--- src/rtl/vga_fb_scheduler_if.sv ---
// Bundles the line-request, writer handshake, RAM port and line buffer port of the
// framebuffer scheduler so they can be passed around as a single connection.
interface vga_fb_scheduler_if #(
    parameter int ADDR_W = 15,
    parameter int DATA_W = 12
);
    logic              line_req;
    logic [9:0]        line_num;
    logic              wr_valid;
    logic [ADDR_W-1:0] wr_addr;
    logic [DATA_W-1:0] wr_data;
    logic              wr_ready;
    logic [ADDR_W-1:0] ram_addr;
    logic [DATA_W-1:0] ram_wdata;
    logic              ram_we;
    logic [DATA_W-1:0] ram_rdata;
    logic              lb_wr_en;
    logic [7:0]        lb_wr_addr;
    logic [DATA_W-1:0] lb_wr_data;
    logic              lb_bank;
    logic              fetch_busy;
    logic              fetch_overrun;

    // The scheduler side.
    modport slave (
        input  line_req, line_num, wr_valid, wr_addr, wr_data, ram_rdata,
        output wr_ready, ram_addr, ram_wdata, ram_we,
        output lb_wr_en, lb_wr_addr, lb_wr_data, lb_bank, fetch_busy, fetch_overrun
    );

    // The environment side: video timing, pixel writer, RAM and line buffer.
    modport master (
        output line_req, line_num, wr_valid, wr_addr, wr_data, ram_rdata,
        input  wr_ready, ram_addr, ram_wdata, ram_we,
        input  lb_wr_en, lb_wr_addr, lb_wr_data, lb_bank, fetch_busy, fetch_overrun
    );
endinterface

--- src/rtl/vga_fb_scheduler.sv ---
// Arbitrates the single-port framebuffer RAM between line-buffer prefetch for VGA
// scanout (always first) and a pixel writer that gets every leftover cycle.
module vga_fb_scheduler #(
    parameter int FB_W        = 200,
    parameter int FB_H        = 150,
    parameter int SCALE_SHIFT = 2,
    parameter int ADDR_W      = 15,
    parameter int DATA_W      = 12
) (
    input  logic                 MAX10_CLK1_50,
    input  logic                 rst,
    vga_fb_scheduler_if.slave    bus
);

    typedef enum logic [1:0] {
        IDLE  = 2'd0,
        FETCH = 2'd1,
        DRAIN = 2'd2
    } state_t;

    localparam logic [9:0]        LINE_LIMIT = 10'(FB_H << SCALE_SHIFT);
    localparam logic [ADDR_W-1:0] FB_WORDS   = ADDR_W'(FB_W * FB_H);
    localparam logic [7:0]        LAST_COL   = 8'(FB_W - 1);

    state_t            state;
    state_t            state_next;
    logic [ADDR_W-1:0] base;
    logic [7:0]        col;
    logic              lb_valid;
    logic [7:0]        lb_col;
    logic              bank;
    logic              overrun;
    logic              accept;
    logic [ADDR_W-1:0] row_ext;
    logic [ADDR_W-1:0] base_calc;

    assign accept  = (state == IDLE) && bus.line_req && (bus.line_num < LINE_LIMIT);
    assign row_ext = ADDR_W'(bus.line_num >> SCALE_SHIFT);

    // row * 200 as shift-add so no multiplier is needed for the row base.
    assign base_calc = (row_ext << 7) + (row_ext << 6) + (row_ext << 3);

    always_ff @(posedge MAX10_CLK1_50) begin
        if (rst) begin
            state <= IDLE;
        end else begin
            state <= state_next;
        end
    end

    // Fetch bookkeeping; lb_valid/lb_col trail the issued address by one cycle
    // to line up with the RAM read latency.
    always_ff @(posedge MAX10_CLK1_50) begin
        if (rst) begin
            base     <= '0;
            col      <= '0;
            bank     <= 1'b0;
            overrun  <= 1'b0;
            lb_valid <= 1'b0;
            lb_col   <= '0;
        end else begin
            lb_valid <= (state == FETCH);
            lb_col   <= col;
            if (accept) begin
                base <= base_calc;
                col  <= '0;
                bank <= ~bank;
            end else if (state == FETCH) begin
                col <= col + 8'd1;
            end
            if (bus.line_req && (state != IDLE)) begin
                overrun <= 1'b1;
            end
        end
    end

    // Next state plus the RAM port mux: fetch owns the port, otherwise the writer.
    always_comb begin
        state_next     = state;
        bus.wr_ready   = (state != FETCH) && !((state == IDLE) && bus.line_req);
        bus.fetch_busy = (state != IDLE);
        bus.ram_addr   = '0;
        bus.ram_wdata  = {DATA_W{1'b0}};
        bus.ram_we     = 1'b0;

        case (state)
            IDLE: begin
                if (accept) begin
                    state_next = FETCH;
                end
            end
            FETCH: begin
                if (col == LAST_COL) begin
                    state_next = DRAIN;
                end
            end
            DRAIN: begin
                state_next = IDLE;
            end
            default: begin
                state_next = IDLE;
            end
        endcase

        if (state == FETCH) begin
            bus.ram_addr = base + ADDR_W'(col);
        end else if (bus.wr_valid && bus.wr_ready) begin
            bus.ram_addr  = bus.wr_addr;
            bus.ram_wdata = bus.wr_data;
            bus.ram_we    = (bus.wr_addr < FB_WORDS);
        end
    end

    assign bus.lb_wr_en      = lb_valid;
    assign bus.lb_wr_addr    = lb_col;
    assign bus.lb_wr_data    = lb_valid ? bus.ram_rdata : {DATA_W{1'b0}};
    assign bus.lb_bank       = bank;
    assign bus.fetch_overrun = overrun;

endmodule

--- src/flat_wrapper.sv ---
// flat-port wrapper written by rule: the top's interface ports become plain ports
module vga_fb_scheduler_flat 
#(
    parameter int FB_W        = 200,
    parameter int FB_H        = 150,
    parameter int SCALE_SHIFT = 2,
    parameter int ADDR_W      = 15,
    parameter int DATA_W      = 12
)
  (MAX10_CLK1_50, rst, bus_line_req, bus_line_num, bus_wr_valid, bus_wr_addr, bus_wr_data, bus_ram_rdata, bus_wr_ready, bus_ram_addr, bus_ram_wdata, bus_ram_we, bus_lb_wr_en, bus_lb_wr_addr, bus_lb_wr_data, bus_lb_bank, bus_fetch_busy, bus_fetch_overrun);
  vga_fb_scheduler_if #(.ADDR_W(ADDR_W), .DATA_W(DATA_W)) bus_i ();
  input  logic MAX10_CLK1_50;
  input  logic rst;
  input wire logic [$bits(bus_i.line_req)-1:0] bus_line_req;
  input wire logic [$bits(bus_i.line_num)-1:0] bus_line_num;
  input wire logic [$bits(bus_i.wr_valid)-1:0] bus_wr_valid;
  input wire logic [$bits(bus_i.wr_addr)-1:0] bus_wr_addr;
  input wire logic [$bits(bus_i.wr_data)-1:0] bus_wr_data;
  input wire logic [$bits(bus_i.ram_rdata)-1:0] bus_ram_rdata;
  output wire logic [$bits(bus_i.wr_ready)-1:0] bus_wr_ready;
  output wire logic [$bits(bus_i.ram_addr)-1:0] bus_ram_addr;
  output wire logic [$bits(bus_i.ram_wdata)-1:0] bus_ram_wdata;
  output wire logic [$bits(bus_i.ram_we)-1:0] bus_ram_we;
  output wire logic [$bits(bus_i.lb_wr_en)-1:0] bus_lb_wr_en;
  output wire logic [$bits(bus_i.lb_wr_addr)-1:0] bus_lb_wr_addr;
  output wire logic [$bits(bus_i.lb_wr_data)-1:0] bus_lb_wr_data;
  output wire logic [$bits(bus_i.lb_bank)-1:0] bus_lb_bank;
  output wire logic [$bits(bus_i.fetch_busy)-1:0] bus_fetch_busy;
  output wire logic [$bits(bus_i.fetch_overrun)-1:0] bus_fetch_overrun;
  assign bus_i.line_req = bus_line_req;
  assign bus_i.line_num = bus_line_num;
  assign bus_i.wr_valid = bus_wr_valid;
  assign bus_i.wr_addr = bus_wr_addr;
  assign bus_i.wr_data = bus_wr_data;
  assign bus_i.ram_rdata = bus_ram_rdata;
  assign bus_wr_ready = bus_i.wr_ready;
  assign bus_ram_addr = bus_i.ram_addr;
  assign bus_ram_wdata = bus_i.ram_wdata;
  assign bus_ram_we = bus_i.ram_we;
  assign bus_lb_wr_en = bus_i.lb_wr_en;
  assign bus_lb_wr_addr = bus_i.lb_wr_addr;
  assign bus_lb_wr_data = bus_i.lb_wr_data;
  assign bus_lb_bank = bus_i.lb_bank;
  assign bus_fetch_busy = bus_i.fetch_busy;
  assign bus_fetch_overrun = bus_i.fetch_overrun;
  vga_fb_scheduler #(.FB_W(FB_W), .FB_H(FB_H), .SCALE_SHIFT(SCALE_SHIFT), .ADDR_W(ADDR_W), .DATA_W(DATA_W)) u_core (.MAX10_CLK1_50(MAX10_CLK1_50), .rst(rst), .bus(bus_i));
endmodule
--- config.mk ---
export PLATFORM = sky130hd
export DESIGN_NAME = vga_fb_scheduler_flat
export DESIGN_NICKNAME = d
export VERILOG_FILES = /design/src/rtl/vga_fb_scheduler_if.sv /design/src/rtl/vga_fb_scheduler.sv /design/src/flat_wrapper.sv
export SDC_FILE = /design/constraint.sdc
export NUM_CORES = 1
export LEC_CHECK = 0
export CORE_MARGIN = 4
export CORE_UTILIZATION = 39
export CTS_BUF_LIST = sky130_fd_sc_hd__clkbuf_2
export DETAILED_ROUTE_END_ITERATION = 16
export GPL_ROUTABILITY_DRIVEN = 1
export GPL_TIMING_DRIVEN = 1
export PLACE_DENSITY = 0.77
export RECOVER_POWER = 50
export SYNTH_ARGS = -nofsm -noshare
export SYNTH_HDL_FRONTEND = slang
export SYNTH_SLANG_ARGS = --single-unit
--- constraint.sdc ---
create_clock -name MAX10_CLK1_50 -period 4.2 [get_ports MAX10_CLK1_50]
set_input_delay 0.84 -clock MAX10_CLK1_50 [delete_from_list [all_inputs] [get_ports MAX10_CLK1_50]]
set_output_delay 0.84 -clock MAX10_CLK1_50 [all_outputs]
set_load 0.03 [all_outputs]
==> results of run 1 <==
-- cells in the final DEF, fill, tap and decap left out, types with 2 or more instances in the layout --
cell type,count
o21a_1,2
a211oi_1,4
nor2b_1,10
a21oi_1,10
o211ai_1,2
or2_2,3
nand4_1,4
clkbuf_2,5
bufinv_16,2
nand3_1,4
nor4_1,2
nor2_1,20
inv_1,10
nand2_1,21
o21bai_1,3
fa_1,6
a22o_1,15
dlygate4sd3_1,16
o21ai_0,18
and2_1,12
ha_1,20
clkdlybuf4s50_1,71
xor2_1,13
and3_1,13
a21o_1,4
xnor2_1,6
buf_4,19
nor3_1,2
nand2b_1,5
dfxtp_1,33
-- critical path, stage by stage, from the launching register on --
cell	delay [ns]
dfxtp_1	0.48
ha_1	0.23
inv_1	0.07
fa_1	0.38
nand2b_1	0.20
a21oi_1	0.29
o2111ai_1	0.17
xor2_1	0.17
o21ai_0	0.17
buf_4	0.19
-- metal layers --
layer / global-route usage, % / up-vias
li1: - / 1143
met1: 21.81 / 1008
met2: 29.91 / 121
met3: 5.201 / 4
met4: 4.748 / 0
met5: 0 / -
-- logic make-up (layout without fill, tap and decap cells) --
kind of cell | Yosys count | in the layout | share of synthesized area (%)
and+or+nand+nor | 100 | 100 | 23.13
AOI/OAI and AO/OA | 67 | 67 | 20.33
DFF | 33 | 33 | 29.01
adders and majority gates | 26 | 26 | 16.26
buffers and inverters | 22 | 125 | 3.956
xor gates and xnor gates | 19 | 19 | 7.308
-- power groups by stage --
stage	Combinational, mW	Clock (mW)	Sequential (mW)
floorplan	0.192	0	0.357
global placement	0.321	0	0.357
detailed placement	0.325	0	0.358
CTS	0.327	0.274	0.352
global route	0.353	0.288	0.356
finish	0.321	0.267	0.352
-- worst max path at each step --
| stage | to | slack [ns] |
|---|---|---|
| 2_1_floorplan | bus_ram_addr[11] | 0.98 |
| 3_3_place_gp | u_core.base[13]$_SDFFE_PP0P_ | 0.73 |
| 3_5_place_dp | u_core.base[13]$_SDFFE_PP0P_ | 0.69 |
| 4_1_cts | bus_ram_addr[11] | 0.64 |
| 5_1_grt | bus_ram_addr[11] | 0.48 |
| 6_report | bus_ram_addr[11] | 0.65 |
-- sequential cells by signal (all words and copies together) (netlist names) --
signal and flops:
u_core.state 2, u_core.bus.lb_wr_addr 8, u_core.bus.lb_bank 1, u_core.base 12
u_core.bus.fetch_overrun 1, u_core.bus.lb_wr_en 1, u_core.col 8
-- layout make-up --
type | count | area, sq um
Clock inverter | 3 | 65.06
Multi-Input combinational cell | 212 | 1526
Sequential cell | 33 | 660.6
Inverter | 10 | 37.54
Timing Repair Buffer | 107 | 1017
Fill cell | 507 | 2152
Clock buffer | 5 | 25.02
Tap cell | 72 | 90.09
==> qor.yml, run 1 <==
status: "finished clean"
cts_tree: "built"
top_layer_used: "met4"
synth_edf_count: 0
hold_viol: 0
seq_area_frac_synth_pct: 29.01
start_util_pct: 40.85
wl_met3_um: 678
cts_root_buf: "clkbuf_2"
worstHoldStart: "u_core.bus.fetch_overrun$_SDFFE_PP0P_"
crit_arrival_ns: 2.71
fin_util_pct: 61.39
ctsHoldBuffers: 0
cts_setup_buffers: 0
syn_nets: 346
first_global_vias: 2265
worst_r2r_endpoint: "u_core.base[10]$_SDFFE_PP0P_"
totalWireLength_um: 6102
p_comb_share_pct: 34.1
grt_util_all_layers_pct: 17.62
sequentialPowerShare_pct: 37.5
dpl_cell_area_sq_um: 3336
r2r-start: "u_core.state[0]$_SDFFE_PP0P_"
m1WireLength_um: 2688
synth_largest_area_cell: "dfxtp_1"
synth_seq_cells: 33
antenna_found_initial: 0
clkPwrFrac_pct: 28.4
area_delta_synth_final_pct: 50.27
synth_top_area_share_pct: 29.01
vias_per_cell: 5.149
core.rowCount: 27
reg2reg_slack_ns: 2.23
synth.top_cells.by_count: "dfxtp_1 (33), nand2_1 (21), ha_1 (20), nor2_1 (20), o21ai_0 (17)"
floorplan.die_area_sq_um: 7125
yosysWarnings: 0
hold_end: "u_core.bus.fetch_overrun$_SDFFE_PP0P_"
ys_types: 41
drc: 0
ys.flop_type: "dfxtp_1"
hold_slack_ns: 0.5030
cellLeakagePower_nw: 1.473
finalPower_mw: 0.9391
p_sw_mw: 0.2934
ir_drop_mv: 0.1579
ant_nets: 0
maxCapViolCount: 0
cellPowerDensity_nw_per_um2: 274.4
crit_fanout: 6
cp-end-kind: "output port"
yosysMostFrequentCell: "dfxtp_1"
slew_viol_final: 0
layout-drive-gt1-share_pct: 8.649
synth_area_sq_um: 2277
max_slew_margin_pct: 50.84
setup_viol: 0
synth.area.top_cells: "dfxtp_1 (29%), ha_1 (11%), a22o_1 (5.8%)"
period_needed_ns: 3.551
ctsResizeCount: 0
dp_slack_ns: 0.6878
fmax_mhz: 281.6
diodes: 0
wl_per_cell_um: 13.81
worstSetupPathType: "flop to output port"
final.setup_skew_ns: 0.01863
finalNonFillerCells: 442
crit_path_start_kind: "flop"
grt_pass1_wl_um: 10530
fin_area_sq_um: 3422
grt_setup_unrepaired: "no"
firstDrtPassIters: 4
clock_sinks: 33
cts_made_buffers: 5
worst_slack_ns: 0.6487
overflow: 0
hold_depth: 2
synthArstFlopShare_pct: 0
hp-class: "flop to flop"
critPathRequiredTime_ns: 3.36
numPortBuffers: 103
min_period_over_period_pct: 84.56
p_int_mw: 0.6456
startpoint: "u_core.col[3]$_SDFFE_PP0P_"
reg2reg_depth: 5
gp_congestion: 0.7680
synth_cells: 267
drt-initial-drc-count: 125
coreArea_sq_um: 5574
clk_path_buf_depth: 2
vias: 2276
htree_levels: 2
clkTransAtPathRegs_ns: 0.17
met2_length_um: 2720
num_io_pins: 106
tightest_slew_ns: 0.7347
fin_nets: 448
grt_max_degree: 17
clk_latency_ns: 0.36
final.setup.tns_ns: 0
syn_area_per_cell_sq_um: 8.529
dpl.hpwl_um: 4951
swShare_pct: 31.25
placed_cells: 434
die_w_um: 84.41
die_h_um: 84.41
Power figures use the tool's default switching activity.
==> run 2: changes to the inputs <==
- PLACE_DENSITY: 0.77 -> 0.8
- clock period: 4.2 -> 3 ns (I/O delays scaled with it)
==> run 2 against run 1 <==
Net effect:
- critical path depth is 1 lower
- first-iteration DRC count is 5.6% higher
- register-to-register slack worse by 1.1 ns
- clock power is 37% higher
- global-route usage is 0.052 points lower
- wire length is 5.3% higher
- clock skew is 0.00055 ns higher
- largest cell class unchanged
==> qor.yml, run 2 (synthesized netlist as in run 1, its figures left out) <==
status: "finished clean"
final.setup.tns_ns: 0  # unchanged
setup_viol: 0  # unchanged
cpMaxStageDelayCell: "dfxtp_1"
fin_nets: 462  # +3.1%
fin_util_pct: 63.21  # +1.8 points
min_period_over_period_pct: 95.08
diodes: 0  # unchanged
worst_slack_ns: 0.1475  # -0.5012 ns
fin_area_sq_um: 3523  # +3.0%
sequentialPowerShare_pct: 37.2  # -0.3 points
hold_slack_ns: 0.4978  # -0.005206 ns
clock_sinks: 33  # unchanged
dpl_cell_area_sq_um: 3413  # +2.3%
regMostFlops: "u_core.base"
swShare_pct: 31.15  # -0.10 points
coreArea_sq_um: 5574  # unchanged
placed_cells: 447  # +3.0%
worst-path-buf-inv: 2  # unchanged
max_stage_delay_ns: 0.41  # -0.07 ns
fmax_mhz: 350.6
grt_pass1_wl_um: 10460  # -0.66%
cts_tree: "built"
cts_root_buf: "clkbuf_2"
crit_fanout: 4  # -2
grt_setup_unrepaired: "yes"
path_delay_family: "compound AO/OA/AOI/OAI gates"
hold_viol: 0  # unchanged
crit_path_start_kind: "flop"
clk_path_buf_depth: 2  # unchanged
htree_levels: 2  # unchanged
num_io_pins: 106  # unchanged
die_h_um: 84.41  # unchanged
maxCapViolCount: 0  # unchanged
gp_congestion: 0.8082  # +5.2%
startpoint: "u_core.col[4]$_SDFFE_PP0P_"
vias: 2294  # +0.79%
tightest_slew_ns: 0.7127  # -0.02203 ns
finalPower_mw: 1.328  # +41%
cellLeakagePower_nw: 1.543  # +4.8%
critPathRequiredTime_ns: 2.40  # -0.96 ns
vias_per_cell: 5.031  # -2.3%
dp_slack_ns: -0.1761  # -0.8639 ns
firstDrtPassIters: 4  # unchanged
start_util_pct: 40.85  # unchanged
cp_cell_sequence: "inv_1 > fa_2 > nand2b_4 > a21oi_4 > o2111ai_2 > xor2_1 > o21ai_1 > buf_4"
overflow: 0  # unchanged
area_delta_synth_final_pct: 54.73
final.setup_skew_ns: 0.01918  # +0.0005451 ns
critPathCapture: "bus_ram_addr[11]"
core.rowCount: 27  # unchanged
totalWireLength_um: 6425  # +5.3%
clk_latency_ns: 0.36  # about the same
p_comb_share_pct: 35.2  # +1.1 points
floorplan.die_area_sq_um: 7125  # unchanged
worstSetupPathType: "flop to output port"
wl_per_cell_um: 14.09  # +2.1%
drt-initial-drc-count: 132  # +5.6%
ctsHoldBuffers: 0  # unchanged
reg2reg_depth: 6  # +1
layout_common_cells: "clkdlybuf4s50_1 (59), buf_4 (36), dfxtp_1 (31)"
clkPwrFrac_pct: 27.6  # -0.8 points
numPortBuffers: 103  # unchanged
clkTransAtPathRegs_ns: 0.15  # -0.02 ns
die_w_um: 84.41  # unchanged
first_global_vias: 2245  # -0.88%
layout_commonest_cell: "clkdlybuf4s50_1"
cts_made_buffers: 5  # unchanged
fill_cells: 490  # -3.4%
layout-drive-gt1-share_pct: 15.63  # +7.0 points
r2r-start: "u_core.state[0]$_SDFFE_PP0P_"
ir_drop_mv: 0.2335  # +48%
worst_r2r_endpoint: "u_core.base[10]$_SDFFE_PP0P_"
max_slew_margin_pct: 52.39  # +1.6 points
grt_max_degree: 17  # unchanged
period_needed_ns: 2.853
largest_register_ffs: 12  # unchanged
cellPowerDensity_nw_per_um2: 376.9  # +37%
path_depth: 8  # -1
finalNonFillerCells: 456  # +3.2%
crit_arrival_ns: 2.25  # -0.46 ns
grt_util_all_layers_pct: 17.57  # -0.052 points
hp-class: "flop to flop"
p_int_mw: 0.9143  # +42%
drc: 0  # unchanged
slew_viol_final: 0  # unchanged
ant_nets: 0  # unchanged
antenna_found_initial: 0  # unchanged
reg2reg_slack_ns: 1.17  # -1.06 ns
p_sw_mw: 0.4136  # +41%
cp-end-kind: "output port"
dpl.hpwl_um: 5223  # +5.5%
-- run 2: changes by cell type in the layout (fill, tap and decap cells not counted), moves of 2 or more --
| cell | change |
|---|---|
| clkbuf_2 | +2 |
| o21ai_0 | -3 |
| o21ai_1 | +3 |
| buf_4 | +17 |
| dfxtp_1 | -2 |
| dfxtp_2 | +2 |
| clkbuf_1 | +7 |
| clkdlybuf4s50_1 | -12 |
-- run 2: how the worst min path moves through the flow --
stage	startpoint	end	slack [ns]	cells past startpoint
finish	u_core.bus.fetch_overrun$_SDFFE_PP0P_	u_core.bus.fetch_overrun$_SDFFE_PP0P_	0.50	2
CTS	u_core.bus.fetch_overrun$_SDFFE_PP0P_	u_core.bus.fetch_overrun$_SDFFE_PP0P_	0.51	2
floorplan	u_core.base[3]$_SDFFE_PP0P_	u_core.base[3]$_SDFFE_PP0P_	0.45	1
global route	u_core.bus.fetch_overrun$_SDFFE_PP0P_	u_core.bus.fetch_overrun$_SDFFE_PP0P_	0.52	2
detailed placement	u_core.bus.fetch_overrun$_SDFFE_PP0P_	u_core.bus.fetch_overrun$_SDFFE_PP0P_	0.47	2
global placement	u_core.bus.fetch_overrun$_SDFFE_PP0P_	u_core.bus.fetch_overrun$_SDFFE_PP0P_	0.47	2
-- run 2: timing repair --
action | CTS | global route
resized for setup | 7 | 6
setup buffers | 1 | 0
setup endpoints to repair | 3 | 6
pin swaps | 1 | 1
gates cloned | 0 | 0
-- run 2: layout make-up --
class	count	area [sq um]	share of cell area, %
tap	72	90.09	2.557
sequential	33	663.1	18.82
clock buffer	5	25.02	0.7102
inverter	10	37.54	1.065
timing repair buffer	121	1071	30.40
multi-input combinational	212	1572	44.60
clock inverter	3	65.06	1.847
-- run 2: power groups by stage --
stage               logic [mW]  clock network (mW)  registers [mW]
floorplan                0.269                   0           0.500
global placement         0.466                   0           0.500
detailed placement       0.477                   0           0.502
CTS                      0.480               0.379           0.493
global route             0.511               0.394           0.499
finish                   0.467               0.367           0.494
-- run 2: worst register-to-register path, delay by kind of cell (launching register included) --
kind	cells	cell delay, ns
compound gates	3	0.55
buf+inv	1	0.42
flops	1	0.39
simple gates	2	0.43
-- run 2: routing by layer --
metal	GRT usage [%]	up-vias	wire (um)
met5	0	-	0
met4	4.748	0	31
met3	5.594	5	656
met2	29.99	116	2955
met1	21.33	1001	2781
li1	-	1172	-
